File: config.mk
export PLATFORM = sky130hd
export DESIGN_NAME = reg_bank_flat
export DESIGN_NICKNAME = d
export VERILOG_FILES = /design/src/rtl/reg_bank_if.sv /design/src/rtl/reg_bank.sv /design/src/flat_wrapper.sv
export SDC_FILE = /design/constraint.sdc
export NUM_CORES = 1
export LEC_CHECK = 0
export ABC_AREA = 0
export BUFFER_PORTS_ARGS = -buffer_cell sky130_fd_sc_hd__buf_4
export CAP_MARGIN = 40
export CORE_MARGIN = 3
export CORE_UTILIZATION = 30
export CTS_BUF_LIST = sky130_fd_sc_hd__clkbuf_8
export DETAILED_ROUTE_END_ITERATION = 8
export GPL_ROUTABILITY_DRIVEN = 1
export PLACE_DENSITY_LB_ADDON = 0.05
export RECOVER_POWER = 100
export SLEW_MARGIN = 10
export SYNTH_ARGS = -nofsm -noshare
export SYNTH_HDL_FRONTEND = slang
export SYNTH_SLANG_ARGS = --single-unit
File: constraint.sdc
create_clock -name CLK -period 1.5 [get_ports CLK]
set_clock_uncertainty 0.2 [all_clocks]
set_input_delay 0.075 -clock CLK [delete_from_list [all_inputs] [get_ports CLK]]
set_output_delay 0.075 -clock CLK [all_outputs]
set_load 0.005 [all_outputs]
File: src/rtl/reg_bank_if.sv
// Bus between the decoder/ALU side and the register bank.
// Clock and reset are plain ports on the bank, not part of this bundle.
interface reg_bank_if #(
  parameter int WIDTH    = 4,
  parameter int NREG     = 4,
  parameter int PC_WIDTH = 4,
  parameter int SELW     = $clog2(NREG)
);
  logic                     EN;
  logic [NREG-1:0]          LOAD;
  logic [WIDTH-1:0]         Im;
  logic [SELW-1:0]          RSEL;
  logic [WIDTH-1:0]         RData;
  logic [NREG*WIDTH-1:0]    Regs;
  logic                     PC_LOAD;
  logic [PC_WIDTH-1:0]      PC_Im;
  logic [PC_WIDTH-1:0]      PC;
  logic                     FLAG_WE;
  logic                     Carry;
  logic                     CFlag;
  logic                     ZFlag;
  logic                     Wrap;

  // Decoder/ALU side: drives strobes and data, observes state.
  modport master (
    output EN, LOAD, Im, RSEL, PC_LOAD, PC_Im, FLAG_WE, Carry,
    input  RData, Regs, PC, CFlag, ZFlag, Wrap
  );

  // Register bank side.
  modport slave (
    input  EN, LOAD, Im, RSEL, PC_LOAD, PC_Im, FLAG_WE, Carry,
    output RData, Regs, PC, CFlag, ZFlag, Wrap
  );
endinterface

File: src/rtl/reg_bank.sv
// TD4-class register bank: NREG GP registers, program counter with
// jump/increment and rollover pulse, clocked carry/zero flags.
// Priority on every edge: CLR, then EN, then normal update.
module reg_bank #(
  parameter int                  WIDTH    = 4,
  parameter int                  NREG     = 4,
  parameter int                  PC_WIDTH = 4,
  parameter logic [PC_WIDTH-1:0] RESET_PC = '0
) (
  input logic       CLK,
  input logic       CLR,
  reg_bank_if.slave bus
);

  logic [WIDTH-1:0]    regs [NREG];
  logic [PC_WIDTH-1:0] pc;
  logic                cflag;
  logic                zflag;
  logic                wrap;
  logic [WIDTH-1:0]    rdata;

  // GP registers: each active-low strobe loads the shared write data.
  always_ff @(posedge CLK) begin
    if (CLR) begin
      for (int i = 0; i < NREG; i++) regs[i] <= '0;
    end else if (bus.EN) begin
      for (int i = 0; i < NREG; i++) begin
        if (!bus.LOAD[i]) regs[i] <= bus.Im;
      end
    end
  end

  // Program counter: jump on low PC_LOAD, otherwise always increment
  // while enabled; Wrap flags only an increment-driven rollover.
  always_ff @(posedge CLK) begin
    if (CLR) begin
      pc   <= RESET_PC;
      wrap <= 1'b0;
    end else if (bus.EN) begin
      if (!bus.PC_LOAD) begin
        pc   <= bus.PC_Im;
        wrap <= 1'b0;
      end else begin
        pc   <= pc + 1'b1;
        wrap <= (pc == '1);
      end
    end else begin
      wrap <= 1'b0;
    end
  end

  // Flags: captured from the ALU only when enabled and FLAG_WE is high.
  always_ff @(posedge CLK) begin
    if (CLR) begin
      cflag <= 1'b0;
      zflag <= 1'b0;
    end else if (bus.EN && bus.FLAG_WE) begin
      cflag <= bus.Carry;
      zflag <= (bus.Im == '0);
    end
  end

  // Read port: out-of-range selects return zero.
  always_comb begin
    rdata = '0;
    for (int i = 0; i < NREG; i++) begin
      if (int'(bus.RSEL) == i) rdata = regs[i];
    end
  end

  for (genvar g = 0; g < NREG; g++) begin : g_flat
    assign bus.Regs[g*WIDTH +: WIDTH] = regs[g];
  end

  assign bus.RData = rdata;
  assign bus.PC    = pc;
  assign bus.CFlag = cflag;
  assign bus.ZFlag = zflag;
  assign bus.Wrap  = wrap;

endmodule

File: src/flat_wrapper.sv
// flat-port wrapper written by rule: the top's interface ports become plain ports
module reg_bank_flat 
#(
  parameter int                  WIDTH    = 4,
  parameter int                  NREG     = 4,
  parameter int                  PC_WIDTH = 4,
  parameter logic [PC_WIDTH-1:0] RESET_PC = '0
)
  (CLK, CLR, bus_EN, bus_LOAD, bus_Im, bus_RSEL, bus_PC_LOAD, bus_PC_Im, bus_FLAG_WE, bus_Carry, bus_RData, bus_Regs, bus_PC, bus_CFlag, bus_ZFlag, bus_Wrap);
  reg_bank_if #(.WIDTH(WIDTH), .NREG(NREG), .PC_WIDTH(PC_WIDTH)) bus_i ();
  input logic CLK;
  input logic CLR;
  input wire logic [$bits(bus_i.EN)-1:0] bus_EN;
  input wire logic [$bits(bus_i.LOAD)-1:0] bus_LOAD;
  input wire logic [$bits(bus_i.Im)-1:0] bus_Im;
  input wire logic [$bits(bus_i.RSEL)-1:0] bus_RSEL;
  input wire logic [$bits(bus_i.PC_LOAD)-1:0] bus_PC_LOAD;
  input wire logic [$bits(bus_i.PC_Im)-1:0] bus_PC_Im;
  input wire logic [$bits(bus_i.FLAG_WE)-1:0] bus_FLAG_WE;
  input wire logic [$bits(bus_i.Carry)-1:0] bus_Carry;
  output wire logic [$bits(bus_i.RData)-1:0] bus_RData;
  output wire logic [$bits(bus_i.Regs)-1:0] bus_Regs;
  output wire logic [$bits(bus_i.PC)-1:0] bus_PC;
  output wire logic [$bits(bus_i.CFlag)-1:0] bus_CFlag;
  output wire logic [$bits(bus_i.ZFlag)-1:0] bus_ZFlag;
  output wire logic [$bits(bus_i.Wrap)-1:0] bus_Wrap;
  assign bus_i.EN = bus_EN;
  assign bus_i.LOAD = bus_LOAD;
  assign bus_i.Im = bus_Im;
  assign bus_i.RSEL = bus_RSEL;
  assign bus_i.PC_LOAD = bus_PC_LOAD;
  assign bus_i.PC_Im = bus_PC_Im;
  assign bus_i.FLAG_WE = bus_FLAG_WE;
  assign bus_i.Carry = bus_Carry;
  assign bus_RData = bus_i.RData;
  assign bus_Regs = bus_i.Regs;
  assign bus_PC = bus_i.PC;
  assign bus_CFlag = bus_i.CFlag;
  assign bus_ZFlag = bus_i.ZFlag;
  assign bus_Wrap = bus_i.Wrap;
  reg_bank #(.WIDTH(WIDTH), .NREG(NREG), .PC_WIDTH(PC_WIDTH), .RESET_PC(RESET_PC)) u_core (.CLK(CLK), .CLR(CLR), .bus(bus_i));
endmodule
-- After elaboration in Yosys (flattened, before gate mapping)
Memory sizes are Yosys's and may differ from the RTL's.
Index checks and enable logic that the tools add are counted.
- $add $sub $neg: 1
- equal/unequal tests: 4
- mux-type cells: 27
- bitwise logic cells: 6
- reductions and logical operators: 4
- operators with widths (kind ; number):
    2-to-1 mux 4 bit ; 9
    2-to-1 mux 1 bit ; 18
    adder 4 x 1 -> 4 bit (second input constant) ; 1
    equality test 2 bit (second input constant) ; 2
    equality test 4 bit (second input constant) ; 1
    zero test 4 bit ; 1
    OR 1 bit ; 4
    OR reduction 3 bit ; 1
    equality test 2 x 1 -> 1 bit (second input constant) ; 1
    zero test 2 bit ; 1
    inverter 1 bit ; 2
    logical AND 1 bit ; 1
- flip-flop bits (word level): 7
- bits in writable memories: 16
- bits of input ports: 20
- logic and storage cells: 47
- memories: 1
- memories (memory ; words ; width ; rd ports ; clocked after memory_dff ; write ports ; line ; RTL):
    u_core.regs ; 4 ; 4 ; 4 ; 0 ; 4 ; reg_bank.sv:15 ; logic [WIDTH-1:0] regs [NREG];

-- Depth between registers and ports, before layout
Gate-level depths: netlist of run 1.
- depth after elaboration: 5
- mapped depth: 4
- gate-level depth less buffers: 4

-- Worst setup path after synthesis of run 1
Ideal clock, no wire load.
- path kind: flip-flop to output port
- start: memory u_core.regs[1][0]
- end: output port bus_RData[0]
- arrival: 897 ps
- path slack: 328 ps
- stages on the path, launching flop included: 2
- buffers on the path: 0
- path through: edfxtp_1 mux4_1
- RTL lines (item ; line ; RTL):
    from (decl) ; reg_bank.sv:15 ;
    to (decl) ; flat_wrapper.sv:21 ; output wire logic [$bits(bus_i.RData)-1:0] bus_RData;

==> flow_summary.yaml, run 1 <==
run_status:
  run_status: "finished with violations"
  failed_checks: "hold timing, setup timing"
sta:
  final_max_slew_viol_count: 0
  fin_worst_hold_slack_ns: -0.0399
  setup_viol: 4
  period_needed_ns: 1.57
  max_transition_margin_pct: 68.4
  worst_slew_pin_slew_ns: 0.473
  maxClockFrequency_mhz: 636
  post-route-worst-setup-slack_ns: -0.0734
  rsz0062_at_grt: "true"
  final_hold_viol_count: 1
  min_period_over_period_pct: 105
  setup_total_negative_slack_ns: -0.271
routing:
  remaining_drc_errors: 0
  dr.first_iter.drc_count: 16
  drt-vias-per-instance: 4.48
  totalWireLength_um: 2830
  drt.antenna.violating_nets: 0
  avgRoutedWirePerCell_um: 13.4
  vias: 945
  dr.pass1.iters: 4
placement:
  buffer_ports.inserted: 46
  placement.cell_area_um2: 1480
  placed_instance_count: 177
  routabilityCongestion: 0.683
  place.detailed.hpwl_um: 2080
floorplanning:
  die_area_um2: 4410
  coreArea_um2: 3420
  placementRows: 21
  ios: 47
  initial_utilization_pct: 32.0
  floorplan.die.height_um: 66.4
  x_dimension_of_the_die_um: 66.4
worst_setup_path:
  timing.critical_path.from_type: "register"
  cp_top_family: "multiplexers"
  cpMaxStageDelayCell: "sky130_fd_sc_hd__mux4_2"
  r2r-end: "u_core.bus.PC[2]"
  reg2regPathDepth: 4
  cp_slowest_stage_delay_ns: 0.49
  timing.critical_path.from: "u_core.regs[3][2]"
  crit_required_ns: 1.22
  cp.buffers_inverters: 1
  crit_path_cell_trace: "mux4_2, buf_6"
  reg2reg_setup_slack_ns: 0.26
  timing.setup.critical_path_class: "reg2out"
  endpoint_kind: "primary output"
  critPathMaxFanout: 2
  critPathCapture: "bus_RData[2]"
  cp_num_cells: 2
  r2r_start: "u_core.bus.PC[0]"
  critical_path_arrival_ns: 1.30
logic_synthesis:
  synth_compound_gate_area_share_pct: 5.95
  synthSimpleGateAreaFrac_pct: 20.9
  synth_cell_type_count: 25
  cell_area_after_synthesis_um2: 1090
  avgSynthCellArea_um2: 12.6
  synth_largest_type_area_fraction_pct: 43.9
  mappedNetlistNets: 108
  adder_cell_share_of_the_synthesized_area_pct: 1.14
  synth_top_family_by_area: "simple AND/OR/NAND/NOR gates"
  synth-seq-area-share_pct: 56.8
  synth_warnings: 0
  synth.ff_latch_count: 23
  post-synth-top-area-cell: "sky130_fd_sc_hd__edfxtp_1"
  synth.top_cells.by_area: "sky130_fd_sc_hd__edfxtp_1 44%, sky130_fd_sc_hd__dfxtp_1 13%, sky130_fd_sc_hd__mux4_1 9.6%, sky130_fd_sc_hd__and2_1 9.2%, sky130_fd_sc_hd__nor2_1 2.4%"
  post_synth_xor_area_fraction_pct: 0
  mux_contribution_to_synthesized_area_pct: 12.5
  netlist_instances: 87
grt:
  grt_pass1_wl_um: 4670
  via_count_of_the_first_global_routing_pass: 1007
  grtUsageTotal_pct: 14.4
  gr-total-overflow: 0
  grt_start_max_net_pins: 13
  antenna_found_initial: 0
clock_network:
  clock_sink_count: 23
  clock_slew_at_the_register_clock_pins_of_the_worst_setup_and_hold_paths_ns: 0.08
  numCtsBuffers: 3
  clock_tree.root_cell: "sky130_fd_sc_hd__clkbuf_8"
  clock_tree_from_tritoncts: "done"
  clk_path_buf_depth: 2
  clk_latency_ns: 0.26
  htree_num_levels: 1
layout:
  antenna-diode-count: 0
  final_area_um2: 1800
  final.fill_count: 332
  sequential_cell_area_um2: 621
  finish.cell_count_without_fillers: 211
  layout.nets: 187
  multiInputGateArea_um2: 435
  drive_gt1_share_pct: 40.6
  area_growth_syn_to_layout_pct: 64.9
pwr:
  post-layout-total-power_mw: 1.45
  p_leak_nw: 0.759
  worst_ir_drop_vdd_mv: 0.343
  power-per-cell-area_nw_per_um2: 804
hold_path:
  min-delay-path-class: "in2reg"
job:
  drv.max_cap_violation_count: 0
## final cells by class
| class | instances | share of cell area [%] |
|---|---|---|
| clock inverters | 1 | 0.208 |
| clock buffers | 3 | 2.29 |
| repair buffers | 77 | 35.3 |
| well taps | 46 | 3.19 |
| inverters | 2 | 0.416 |
| multi-input cells | 59 | 24.1 |
| flip-flops and latches | 23 | 34.4 |
## synth_stat cells (all sizes together)
| master | n |
|---|---|
| nand4 | 1 |
| nand3 | 3 |
| inv | 2 |
| mux2i | 2 |
| ha | 1 |
| clkbuf | 1 |
| nand2 | 5 |
| o21ai | 1 |
| edfxtp | 16 |
| mux2 | 1 |
| nor2 | 7 |
| buf | 2 |
| nand3b | 3 |
| a21oi | 2 |
| and2 | 16 |
| dfxtp | 7 |
| o21bai | 3 |
| mux4 | 4 |
| nor4 | 1 |
| a211oi | 2 |
| nand2b | 3 |
| nor2b | 1 |
| a31oi | 2 |
| nand4b | 1 |
## where the power goes
group | switching, mW | internal [mW]
logic | 0.111 | 0.209
clock network | 0.191 | 0.183
registers | 0.0300 | 0.726
total | 0.332 | 1.12
## sequential cells by signal, summed over array words and instances (netlist names)
signal,cells
u_core.regs,16
u_core.bus.PC,4
u_core.bus.CFlag,1
u_core.bus.Wrap,1
u_core.bus.ZFlag,1
## what timing repair did
item | 4_1_cts | 5_1_grt
gates resized for setup | 8 | 4
hold buffers | 19 | 4
buffers inserted | 10 | 0
setup endpoints to repair | 4 | 15
endpoints found under the hold margin | 23 | 1
## cells by family after synthesis
logic type      after synthesis
buf+inv                       5
simple gates                 41
compound gates               10
flops                        23
mux                           7
fa+ha+maj                     1
## cell usage in the layout (no fill, tap or decap)
cell / synthesis / layout
sky130_fd_sc_hd__clkbuf_1: 1 / 1
sky130_fd_sc_hd__nand2b_1: 3 / 3
sky130_fd_sc_hd__a211oi_1: 2 / 2
sky130_fd_sc_hd__nor4_1: 1 / 1
sky130_fd_sc_hd__o21bai_1: 3 / 3
sky130_fd_sc_hd__o21ai_0: 1 / 1
sky130_fd_sc_hd__dfxtp_1: 7 / 7
sky130_fd_sc_hd__clkbuf_4: 0 / 21
sky130_fd_sc_hd__buf_6: 1 / 4
sky130_fd_sc_hd__nand4b_1: 1 / 1
sky130_fd_sc_hd__dlygate4sd3_1: 0 / 20
sky130_fd_sc_hd__mux4_2: 0 / 4
sky130_fd_sc_hd__nand4_1: 1 / 1
sky130_fd_sc_hd__nor2b_1: 1 / 1
sky130_fd_sc_hd__clkbuf_2: 0 / 1
sky130_fd_sc_hd__clkbuf_8: 0 / 3
sky130_fd_sc_hd__nor2_2: 0 / 3
sky130_fd_sc_hd__nand2_1: 5 / 5
sky130_fd_sc_hd__mux2i_1: 2 / 2
sky130_fd_sc_hd__inv_1: 2 / 3
sky130_fd_sc_hd__buf_4: 1 / 30
sky130_fd_sc_hd__a31oi_1: 2 / 2
sky130_fd_sc_hd__nand3b_1: 3 / 3
sky130_fd_sc_hd__ha_1: 1 / 1
sky130_fd_sc_hd__nand3_1: 3 / 3
sky130_fd_sc_hd__nor2_1: 7 / 4
sky130_fd_sc_hd__and2_1: 16 / 13
sky130_fd_sc_hd__edfxtp_1: 16 / 16
sky130_fd_sc_hd__and2_0: 0 / 3
sky130_fd_sc_hd__a21oi_1: 2 / 2
sky130_fd_sc_hd__mux2_2: 1 / 1
## how the worst min path moves through the flow
stage                startpoint                to  cells after the start
floorplan             bus_Carry  u_core.bus.CFlag                      2
global placement            CLR  u_core.bus.ZFlag                      2
detailed placement          CLR  u_core.bus.PC[0]                      2
CTS                 bus_PC_LOAD  u_core.bus.PC[0]                      3
global route        bus_PC_LOAD  u_core.bus.PC[2]                      3
finish              bus_PC_LOAD  u_core.bus.PC[2]                      3
## through the flow
step | setup slack, ns | utilization (%)
finish | -0.0734 | 52.8
global route | -0.116 | 52.8
CTS | -0.0931 | 52.5
detailed placement | 0.168 | 43.4
global placement | 0.162 | 43.4
floorplan | 0.328 | -
## tightest hold or removal path, delay by kind of cell
| kind | cells | cell delay, ns |
|---|---|---|
| AO/OA/AOI/OAI | 1 | 0.07 |
| AND/OR/NAND/NOR | 1 | 0.11 |
| buffers and inverters | 1 | 0.13 |
## routing by layer
metal	track usage, %	vias up	part of all wire (%)
met2	26.6	36	52
li1	-	476	-
met5	0	-	0
met3	2.21	5	6.3
met4	7.61	0	1.9
met1	15.3	428	40
Power figures use the tool's default switching activity.
==> inputs of run 2 (changes only) <==
- SETUP_SLACK_MARGIN: not set -> 0.05
==> run 2 against run 1 <==
Compared with the run above: the run ends with setup timing left; clock power about the same; critical path type unchanged; die area unchanged; first-iteration DRC count up 6.3%.
==> flow_summary.yaml, run 2 (synthesized netlist as in run 1, its figures left out) <==
routing:
  dr.first_iter.drc_count: 17
  drt-vias-per-instance: 4.46
  vias: 945
  dr.pass1.iters: 4
  totalWireLength_um: 2780
  avgRoutedWirePerCell_um: 13.1
  drt.antenna.violating_nets: 0
  remaining_drc_errors: 0
grt:
  antenna_found_initial: 0
  grtUsageTotal_pct: 13.1
  gr-total-overflow: 0
  grt_start_max_net_pins: 13
  grt_pass1_wl_um: 4290
  via_count_of_the_first_global_routing_pass: 943
sta:
  setup_viol: 8
  maxClockFrequency_mhz: 636
  rsz0062_at_grt: "true"
  final_max_slew_viol_count: 0
  final_hold_viol_count: 0
  max_transition_margin_pct: 81.7
  period_needed_ns: 1.57
  min_period_over_period_pct: 105
  worst_slew_pin_slew_ns: 0.275
  post-route-worst-setup-slack_ns: -0.0733
  setup_total_negative_slack_ns: -0.286
placement:
  buffer_ports.inserted: 46
  place.detailed.hpwl_um: 2080
  routabilityCongestion: 0.683
  placed_instance_count: 177
hold_path:
  holdPathEnd: "u_core.regs[1][2]"
  min-delay-path-class: "in2reg"
  worst_hold_path_startpoint: "CLR"
  min_delay_path_depth: 2
run_status:
  run_status: "finished with violations"
  failed_checks: "setup timing"
worst_setup_path:
  r2r_start: "u_core.bus.PC[0]"
  endpoint_kind: "primary output"
  reg2regPathDepth: 4
  critical_path_arrival_ns: 1.30
  crit_required_ns: 1.22
  reg2reg_setup_slack_ns: 0.26
  critPathMaxFanout: 2
  r2r-end: "u_core.bus.PC[2]"
  timing.setup.critical_path_class: "reg2out"
  timing.critical_path.from_type: "register"
floorplanning:
  floorplan.die.height_um: 66.4
  ios: 47
  die_area_um2: 4410
  coreArea_um2: 3420
  x_dimension_of_the_die_um: 66.4
  placementRows: 21
  initial_utilization_pct: 32.0
clock_network:
  clock_tree_from_tritoncts: "done"
  htree_num_levels: 1
  clock_slew_at_the_register_clock_pins_of_the_worst_setup_and_hold_paths_ns: 0.08
  clock_sink_count: 23
  numCtsBuffers: 3
  clk_path_buf_depth: 2
  clock_tree.root_cell: "sky130_fd_sc_hd__clkbuf_8"
  clk_latency_ns: 0.26
job:
  drv.max_cap_violation_count: 0
layout:
  area_growth_syn_to_layout_pct: 66.6
  finish.cell_count_without_fillers: 212
  drive_gt1_share_pct: 45.2
  antenna-diode-count: 0
  most_common_cell_after_layout_fill_and_taps_aside: "sky130_fd_sc_hd__buf_4"
  layout.nets: 188
  largest_register: "u_core.regs"
  largest_reg_flops: 16
  layout_common_cells: "28 x sky130_fd_sc_hd__buf_4, 26 x sky130_fd_sc_hd__clkbuf_4, 16 x sky130_fd_sc_hd__dlygate4sd3_1, 16 x sky130_fd_sc_hd__edfxtp_1, 9 x sky130_fd_sc_hd__and2_1"
  fin_util_pct: 53.3
pwr:
  power-per-cell-area_nw_per_um2: 800
  worst_ir_drop_vdd_mv: 0.344
  p_leak_nw: 0.771
==> run 2: cell types whose count changed in the layout (fill, tap and decap cells not counted), sizes merged <==
cell	before	now
dlygate4sd3	20	16
clkbuf	26	31
==> run 2: critical path: stages, from the launching register on <==
cell and delay (ns):
sky130_fd_sc_hd__edfxtp_1 0.41, sky130_fd_sc_hd__mux4_2 0.49, sky130_fd_sc_hd__buf_6 0.13
==> run 2: where the power goes <==
group	switching, mW	internal, mW
clock	0.190	0.183
combinational	0.114	0.215
sequential	0.0297	0.726
==> run 2: layout make-up <==
class	count	area (µm²)
flip-flops and latches	23	621
well taps	46	57.6
inverters	2	7.51
repair buffers	78	643
clock buffers	3	41.3
fillers	322	1590
multi-input cells	59	448
clock inverters	1	3.75
==> run 2: stage by stage <==
step,worst slack (ns),hold slack (ns),power [mW],area [µm²]
6_report,-0.0733,0.0264,1.46,1820
5_1_grt,-0.112,0.0499,1.53,1820
4_1_cts,-0.0931,0.0255,1.46,1730
3_5_place_dp,0.168,0.150,1.01,1480
3_3_place_gp,0.162,0.139,1.01,1480
2_1_floorplan,0.328,0.0225,0.853,1090
==> run 2: how the worst max path moves through the flow <==
stage                     slack, ns  cells after the start           end               from
after floorplan                0.33                      1  bus_RData[0]  u_core.regs[1][0]
after CTS                     -0.09                      2  bus_RData[2]  u_core.regs[0][2]
final                         -0.07                      2  bus_RData[2]  u_core.regs[3][2]
after global placement         0.16                      2  bus_RData[2]  u_core.regs[0][2]
after global routing          -0.11                      2  bus_RData[2]  u_core.regs[3][2]
after detailed placement       0.17                      2  bus_RData[2]  u_core.regs[0][2]
==> run 2: what timing repair did <==
action,4_1_cts,5_1_grt
resized for setup,8,11
hold endpoints to repair,23,12
hold buffers,13,3
setup endpoints to repair,4,26
cloned,0,0
setup buffers,10,5
==> run 2: per-layer routing <==
metal	vias to the layer above	part of all wire, %	GRT usage [%]	routed length [µm]
met5	-	0	0	0
met4	0	1.9	6.85	53
met3	5	6.4	2.21	177
met2	36	51	23.8	1430
met1	432	40	14.3	1120
li1	472	-	-	-
==> inputs of run 3 (changes only) <==
- CELL_PAD_IN_SITES_DETAIL_PLACEMENT: not set -> 1
- CELL_PAD_IN_SITES_GLOBAL_PLACEMENT: not set -> 1
==> run 3 against run 2 <==
Compared with the run above: the run still ends with setup timing left; utilization down 3.2 points; sequential power hardly changed; worst setup slack worse by 0.017 ns; clock-buffer cell count unchanged; final cell count shrank 4.7%; critical path depth unchanged; non-clock buffer count fell by 10; largest cell class is now flip-flops and latches; sequential cell count is the same; worst hold slack improved by 0.014 ns.
==> flow_summary.yaml, run 3 (synthesized netlist as in run 1, its figures left out) <==
run_status:
  run_status: "finished with violations"
  failed_checks: "setup timing"
worst_setup_path:
  timing.critical_path.from: "u_core.regs[3][1]"
  reg2regPathDepth: 4
  critPathMaxFanout: 2
  cpMaxStageDelayCell: "sky130_fd_sc_hd__mux4_2"
  critPathCapture: "bus_RData[1]"
  crit_required_ns: 1.22
  endpoint_kind: "primary output"
  critical_path_arrival_ns: 1.32
  cp_slowest_stage_delay_ns: 0.50
  r2r-end: "u_core.bus.PC[2]"
  cp_top_family: "multiplexers"
  r2r_start: "u_core.bus.PC[0]"
  cp_num_cells: 2
  reg2reg_setup_slack_ns: 0.19
  cp.buffers_inverters: 1
  crit_path_cell_trace: "mux4_2, buf_6"
  timing.setup.critical_path_class: "reg2out"
  timing.critical_path.from_type: "register"
routing:
  vias: 952
  dr.first_iter.drc_count: 36
  totalWireLength_um: 3210
  dr.pass1.iters: 3
  drt.antenna.violating_nets: 0
  remaining_drc_errors: 0
  avgRoutedWirePerCell_um: 15.9
  drt-vias-per-instance: 4.71
sta:
  period_needed_ns: 1.59
  max_transition_margin_pct: 65.5
  setup_total_negative_slack_ns: -0.311
  final_max_slew_viol_count: 0
  rsz0062_at_grt: "true"
  final_hold_viol_count: 0
  worst_slew_pin_slew_ns: 0.518
  min_period_over_period_pct: 106
  setup_viol: 4
  post-route-worst-setup-slack_ns: -0.0906
  maxClockFrequency_mhz: 629
floorplanning:
  ios: 47
  coreArea_um2: 3420
  x_dimension_of_the_die_um: 66.4
  floorplan.die.height_um: 66.4
  placementRows: 21
  initial_utilization_pct: 32.0
  die_area_um2: 4410
clock_network:
  clk_latency_ns: 0.27
  clock_tree_from_tritoncts: "done"
  clock_tree.root_cell: "sky130_fd_sc_hd__clkbuf_8"
  clock_sink_count: 23
  htree_num_levels: 1
  clock_slew_at_the_register_clock_pins_of_the_worst_setup_and_hold_paths_ns: 0.09
  numCtsBuffers: 3
  clk_path_buf_depth: 2
hold_path:
  min_delay_path_depth: 2
  min-delay-path-class: "in2reg"
pwr:
  switchingPower_mw: 0.353
  clock_power_share_pct: 26.8
  combinational_share_of_power_pct: 21.1
  post-layout-total-power_mw: 1.46
  power.switching_fraction_pct: 24.2
  cellInternalPower_mw: 1.10
  p_seq_share_pct: 52.1
  worst_ir_drop_vdd_mv: 0.462
  power-per-cell-area_nw_per_um2: 849
  p_leak_nw: 0.701
grt:
  antenna_found_initial: 0
  grt_start_max_net_pins: 14
  grt_pass1_wl_um: 5050
  via_count_of_the_first_global_routing_pass: 998
  gr-total-overflow: 0
  grtUsageTotal_pct: 15.6
layout:
  fin_util_pct: 50.1
  layout.nets: 178
  antenna-diode-count: 0
  largest_register: "u_core.regs"
  drive_gt1_share_pct: 37.8
  area_growth_syn_to_layout_pct: 56.6
  largest_reg_flops: 16
  layout_common_cells: "26 x sky130_fd_sc_hd__buf_4, 16 x sky130_fd_sc_hd__edfxtp_1, 15 x sky130_fd_sc_hd__clkbuf_4, 13 x sky130_fd_sc_hd__dlygate4sd3_1, 10 x sky130_fd_sc_hd__and2_1"
  final.fill_count: 384
  most_common_cell_after_layout_fill_and_taps_aside: "sky130_fd_sc_hd__buf_4"
placement:
  place.detailed.hpwl_um: 2430
  buffer_ports.inserted: 46
  routabilityCongestion: 0.756
job:
  drv.max_cap_violation_count: 0
## run 3: cell types whose count changed in the layout (fill, tap and decap cells not counted), sizes merged
cell / change
inv: -1
dlygate4sd3: -3
clkbuf: -6
buf: -1
clkinv: +1
## run 3: repair_timing
item / 4_1_cts / 5_1_grt
gates resized for setup: 8 / 5
hold buffers: 13 / 1
endpoints found under the setup margin: 4 / 6
setup buffers: 7 / 1
endpoints found under the hold margin: 23 / 1
## run 3: area by class of cell
class	instances	area, µm²	area share [%]
timing repair buffer	68	543	31.7
inverter	2	7.51	0.438
tap	46	57.6	3.36
multi-input combinational	59	438	25.6
sequential	23	621	36.2
clock inverter	1	5.00	0.292
clock buffer	3	41.3	2.41
## run 3: per-stage QoR
stage          cells  area, µm²  hold WS [ns]  setup slack (ns)
2_1_floorplan     87       1090        0.0225             0.328
3_3_place_gp     177       1480         0.142             0.181
3_5_place_dp     177       1480         0.153             0.152
4_1_cts          201       1710       0.00466            -0.102
5_1_grt          202       1710        0.0343            -0.142
6_report         202       1710        0.0401           -0.0906
## run 3: worst register-to-register path, stage by stage, from the launching register on
cell and delay, ns:
sky130_fd_sc_hd__dfxtp_1 0.43, sky130_fd_sc_hd__ha_1 0.24, sky130_fd_sc_hd__nor2b_1 0.06, sky130_fd_sc_hd__o21ai_0 0.17, sky130_fd_sc_hd__a31oi_1 0.11
## run 3: how the worst min path moves through the flow
stage | from | endpoint | slack (ns)
6_report | bus_LOAD[2] | u_core.regs[2][3] | 0.04
5_1_grt | bus_LOAD[2] | u_core.regs[2][1] | 0.03
4_1_cts | bus_EN | u_core.bus.PC[0] | 0.005
3_5_place_dp | bus_Carry | u_core.bus.CFlag | 0.15
3_3_place_gp | CLR | u_core.bus.CFlag | 0.14
2_1_floorplan | bus_Carry | u_core.bus.CFlag | 0.02
## run 3: power by group through the flow
stage | logic, mW | clock network (mW) | registers (mW)
final | 0.307 | 0.390 | 0.758
after detailed placement | 0.248 | 0 | 0.773
after CTS | 0.310 | 0.400 | 0.759
after floorplan | 0.0861 | 0 | 0.767
after global placement | 0.243 | 0 | 0.768
after global routing | 0.337 | 0.443 | 0.766
## run 3: layer usage
layer,GRT usage [%],wire [µm]
met1,20.1,1390
met2,26.4,1640
met3,3.06,176
met4,4.57,0
met5,0,0
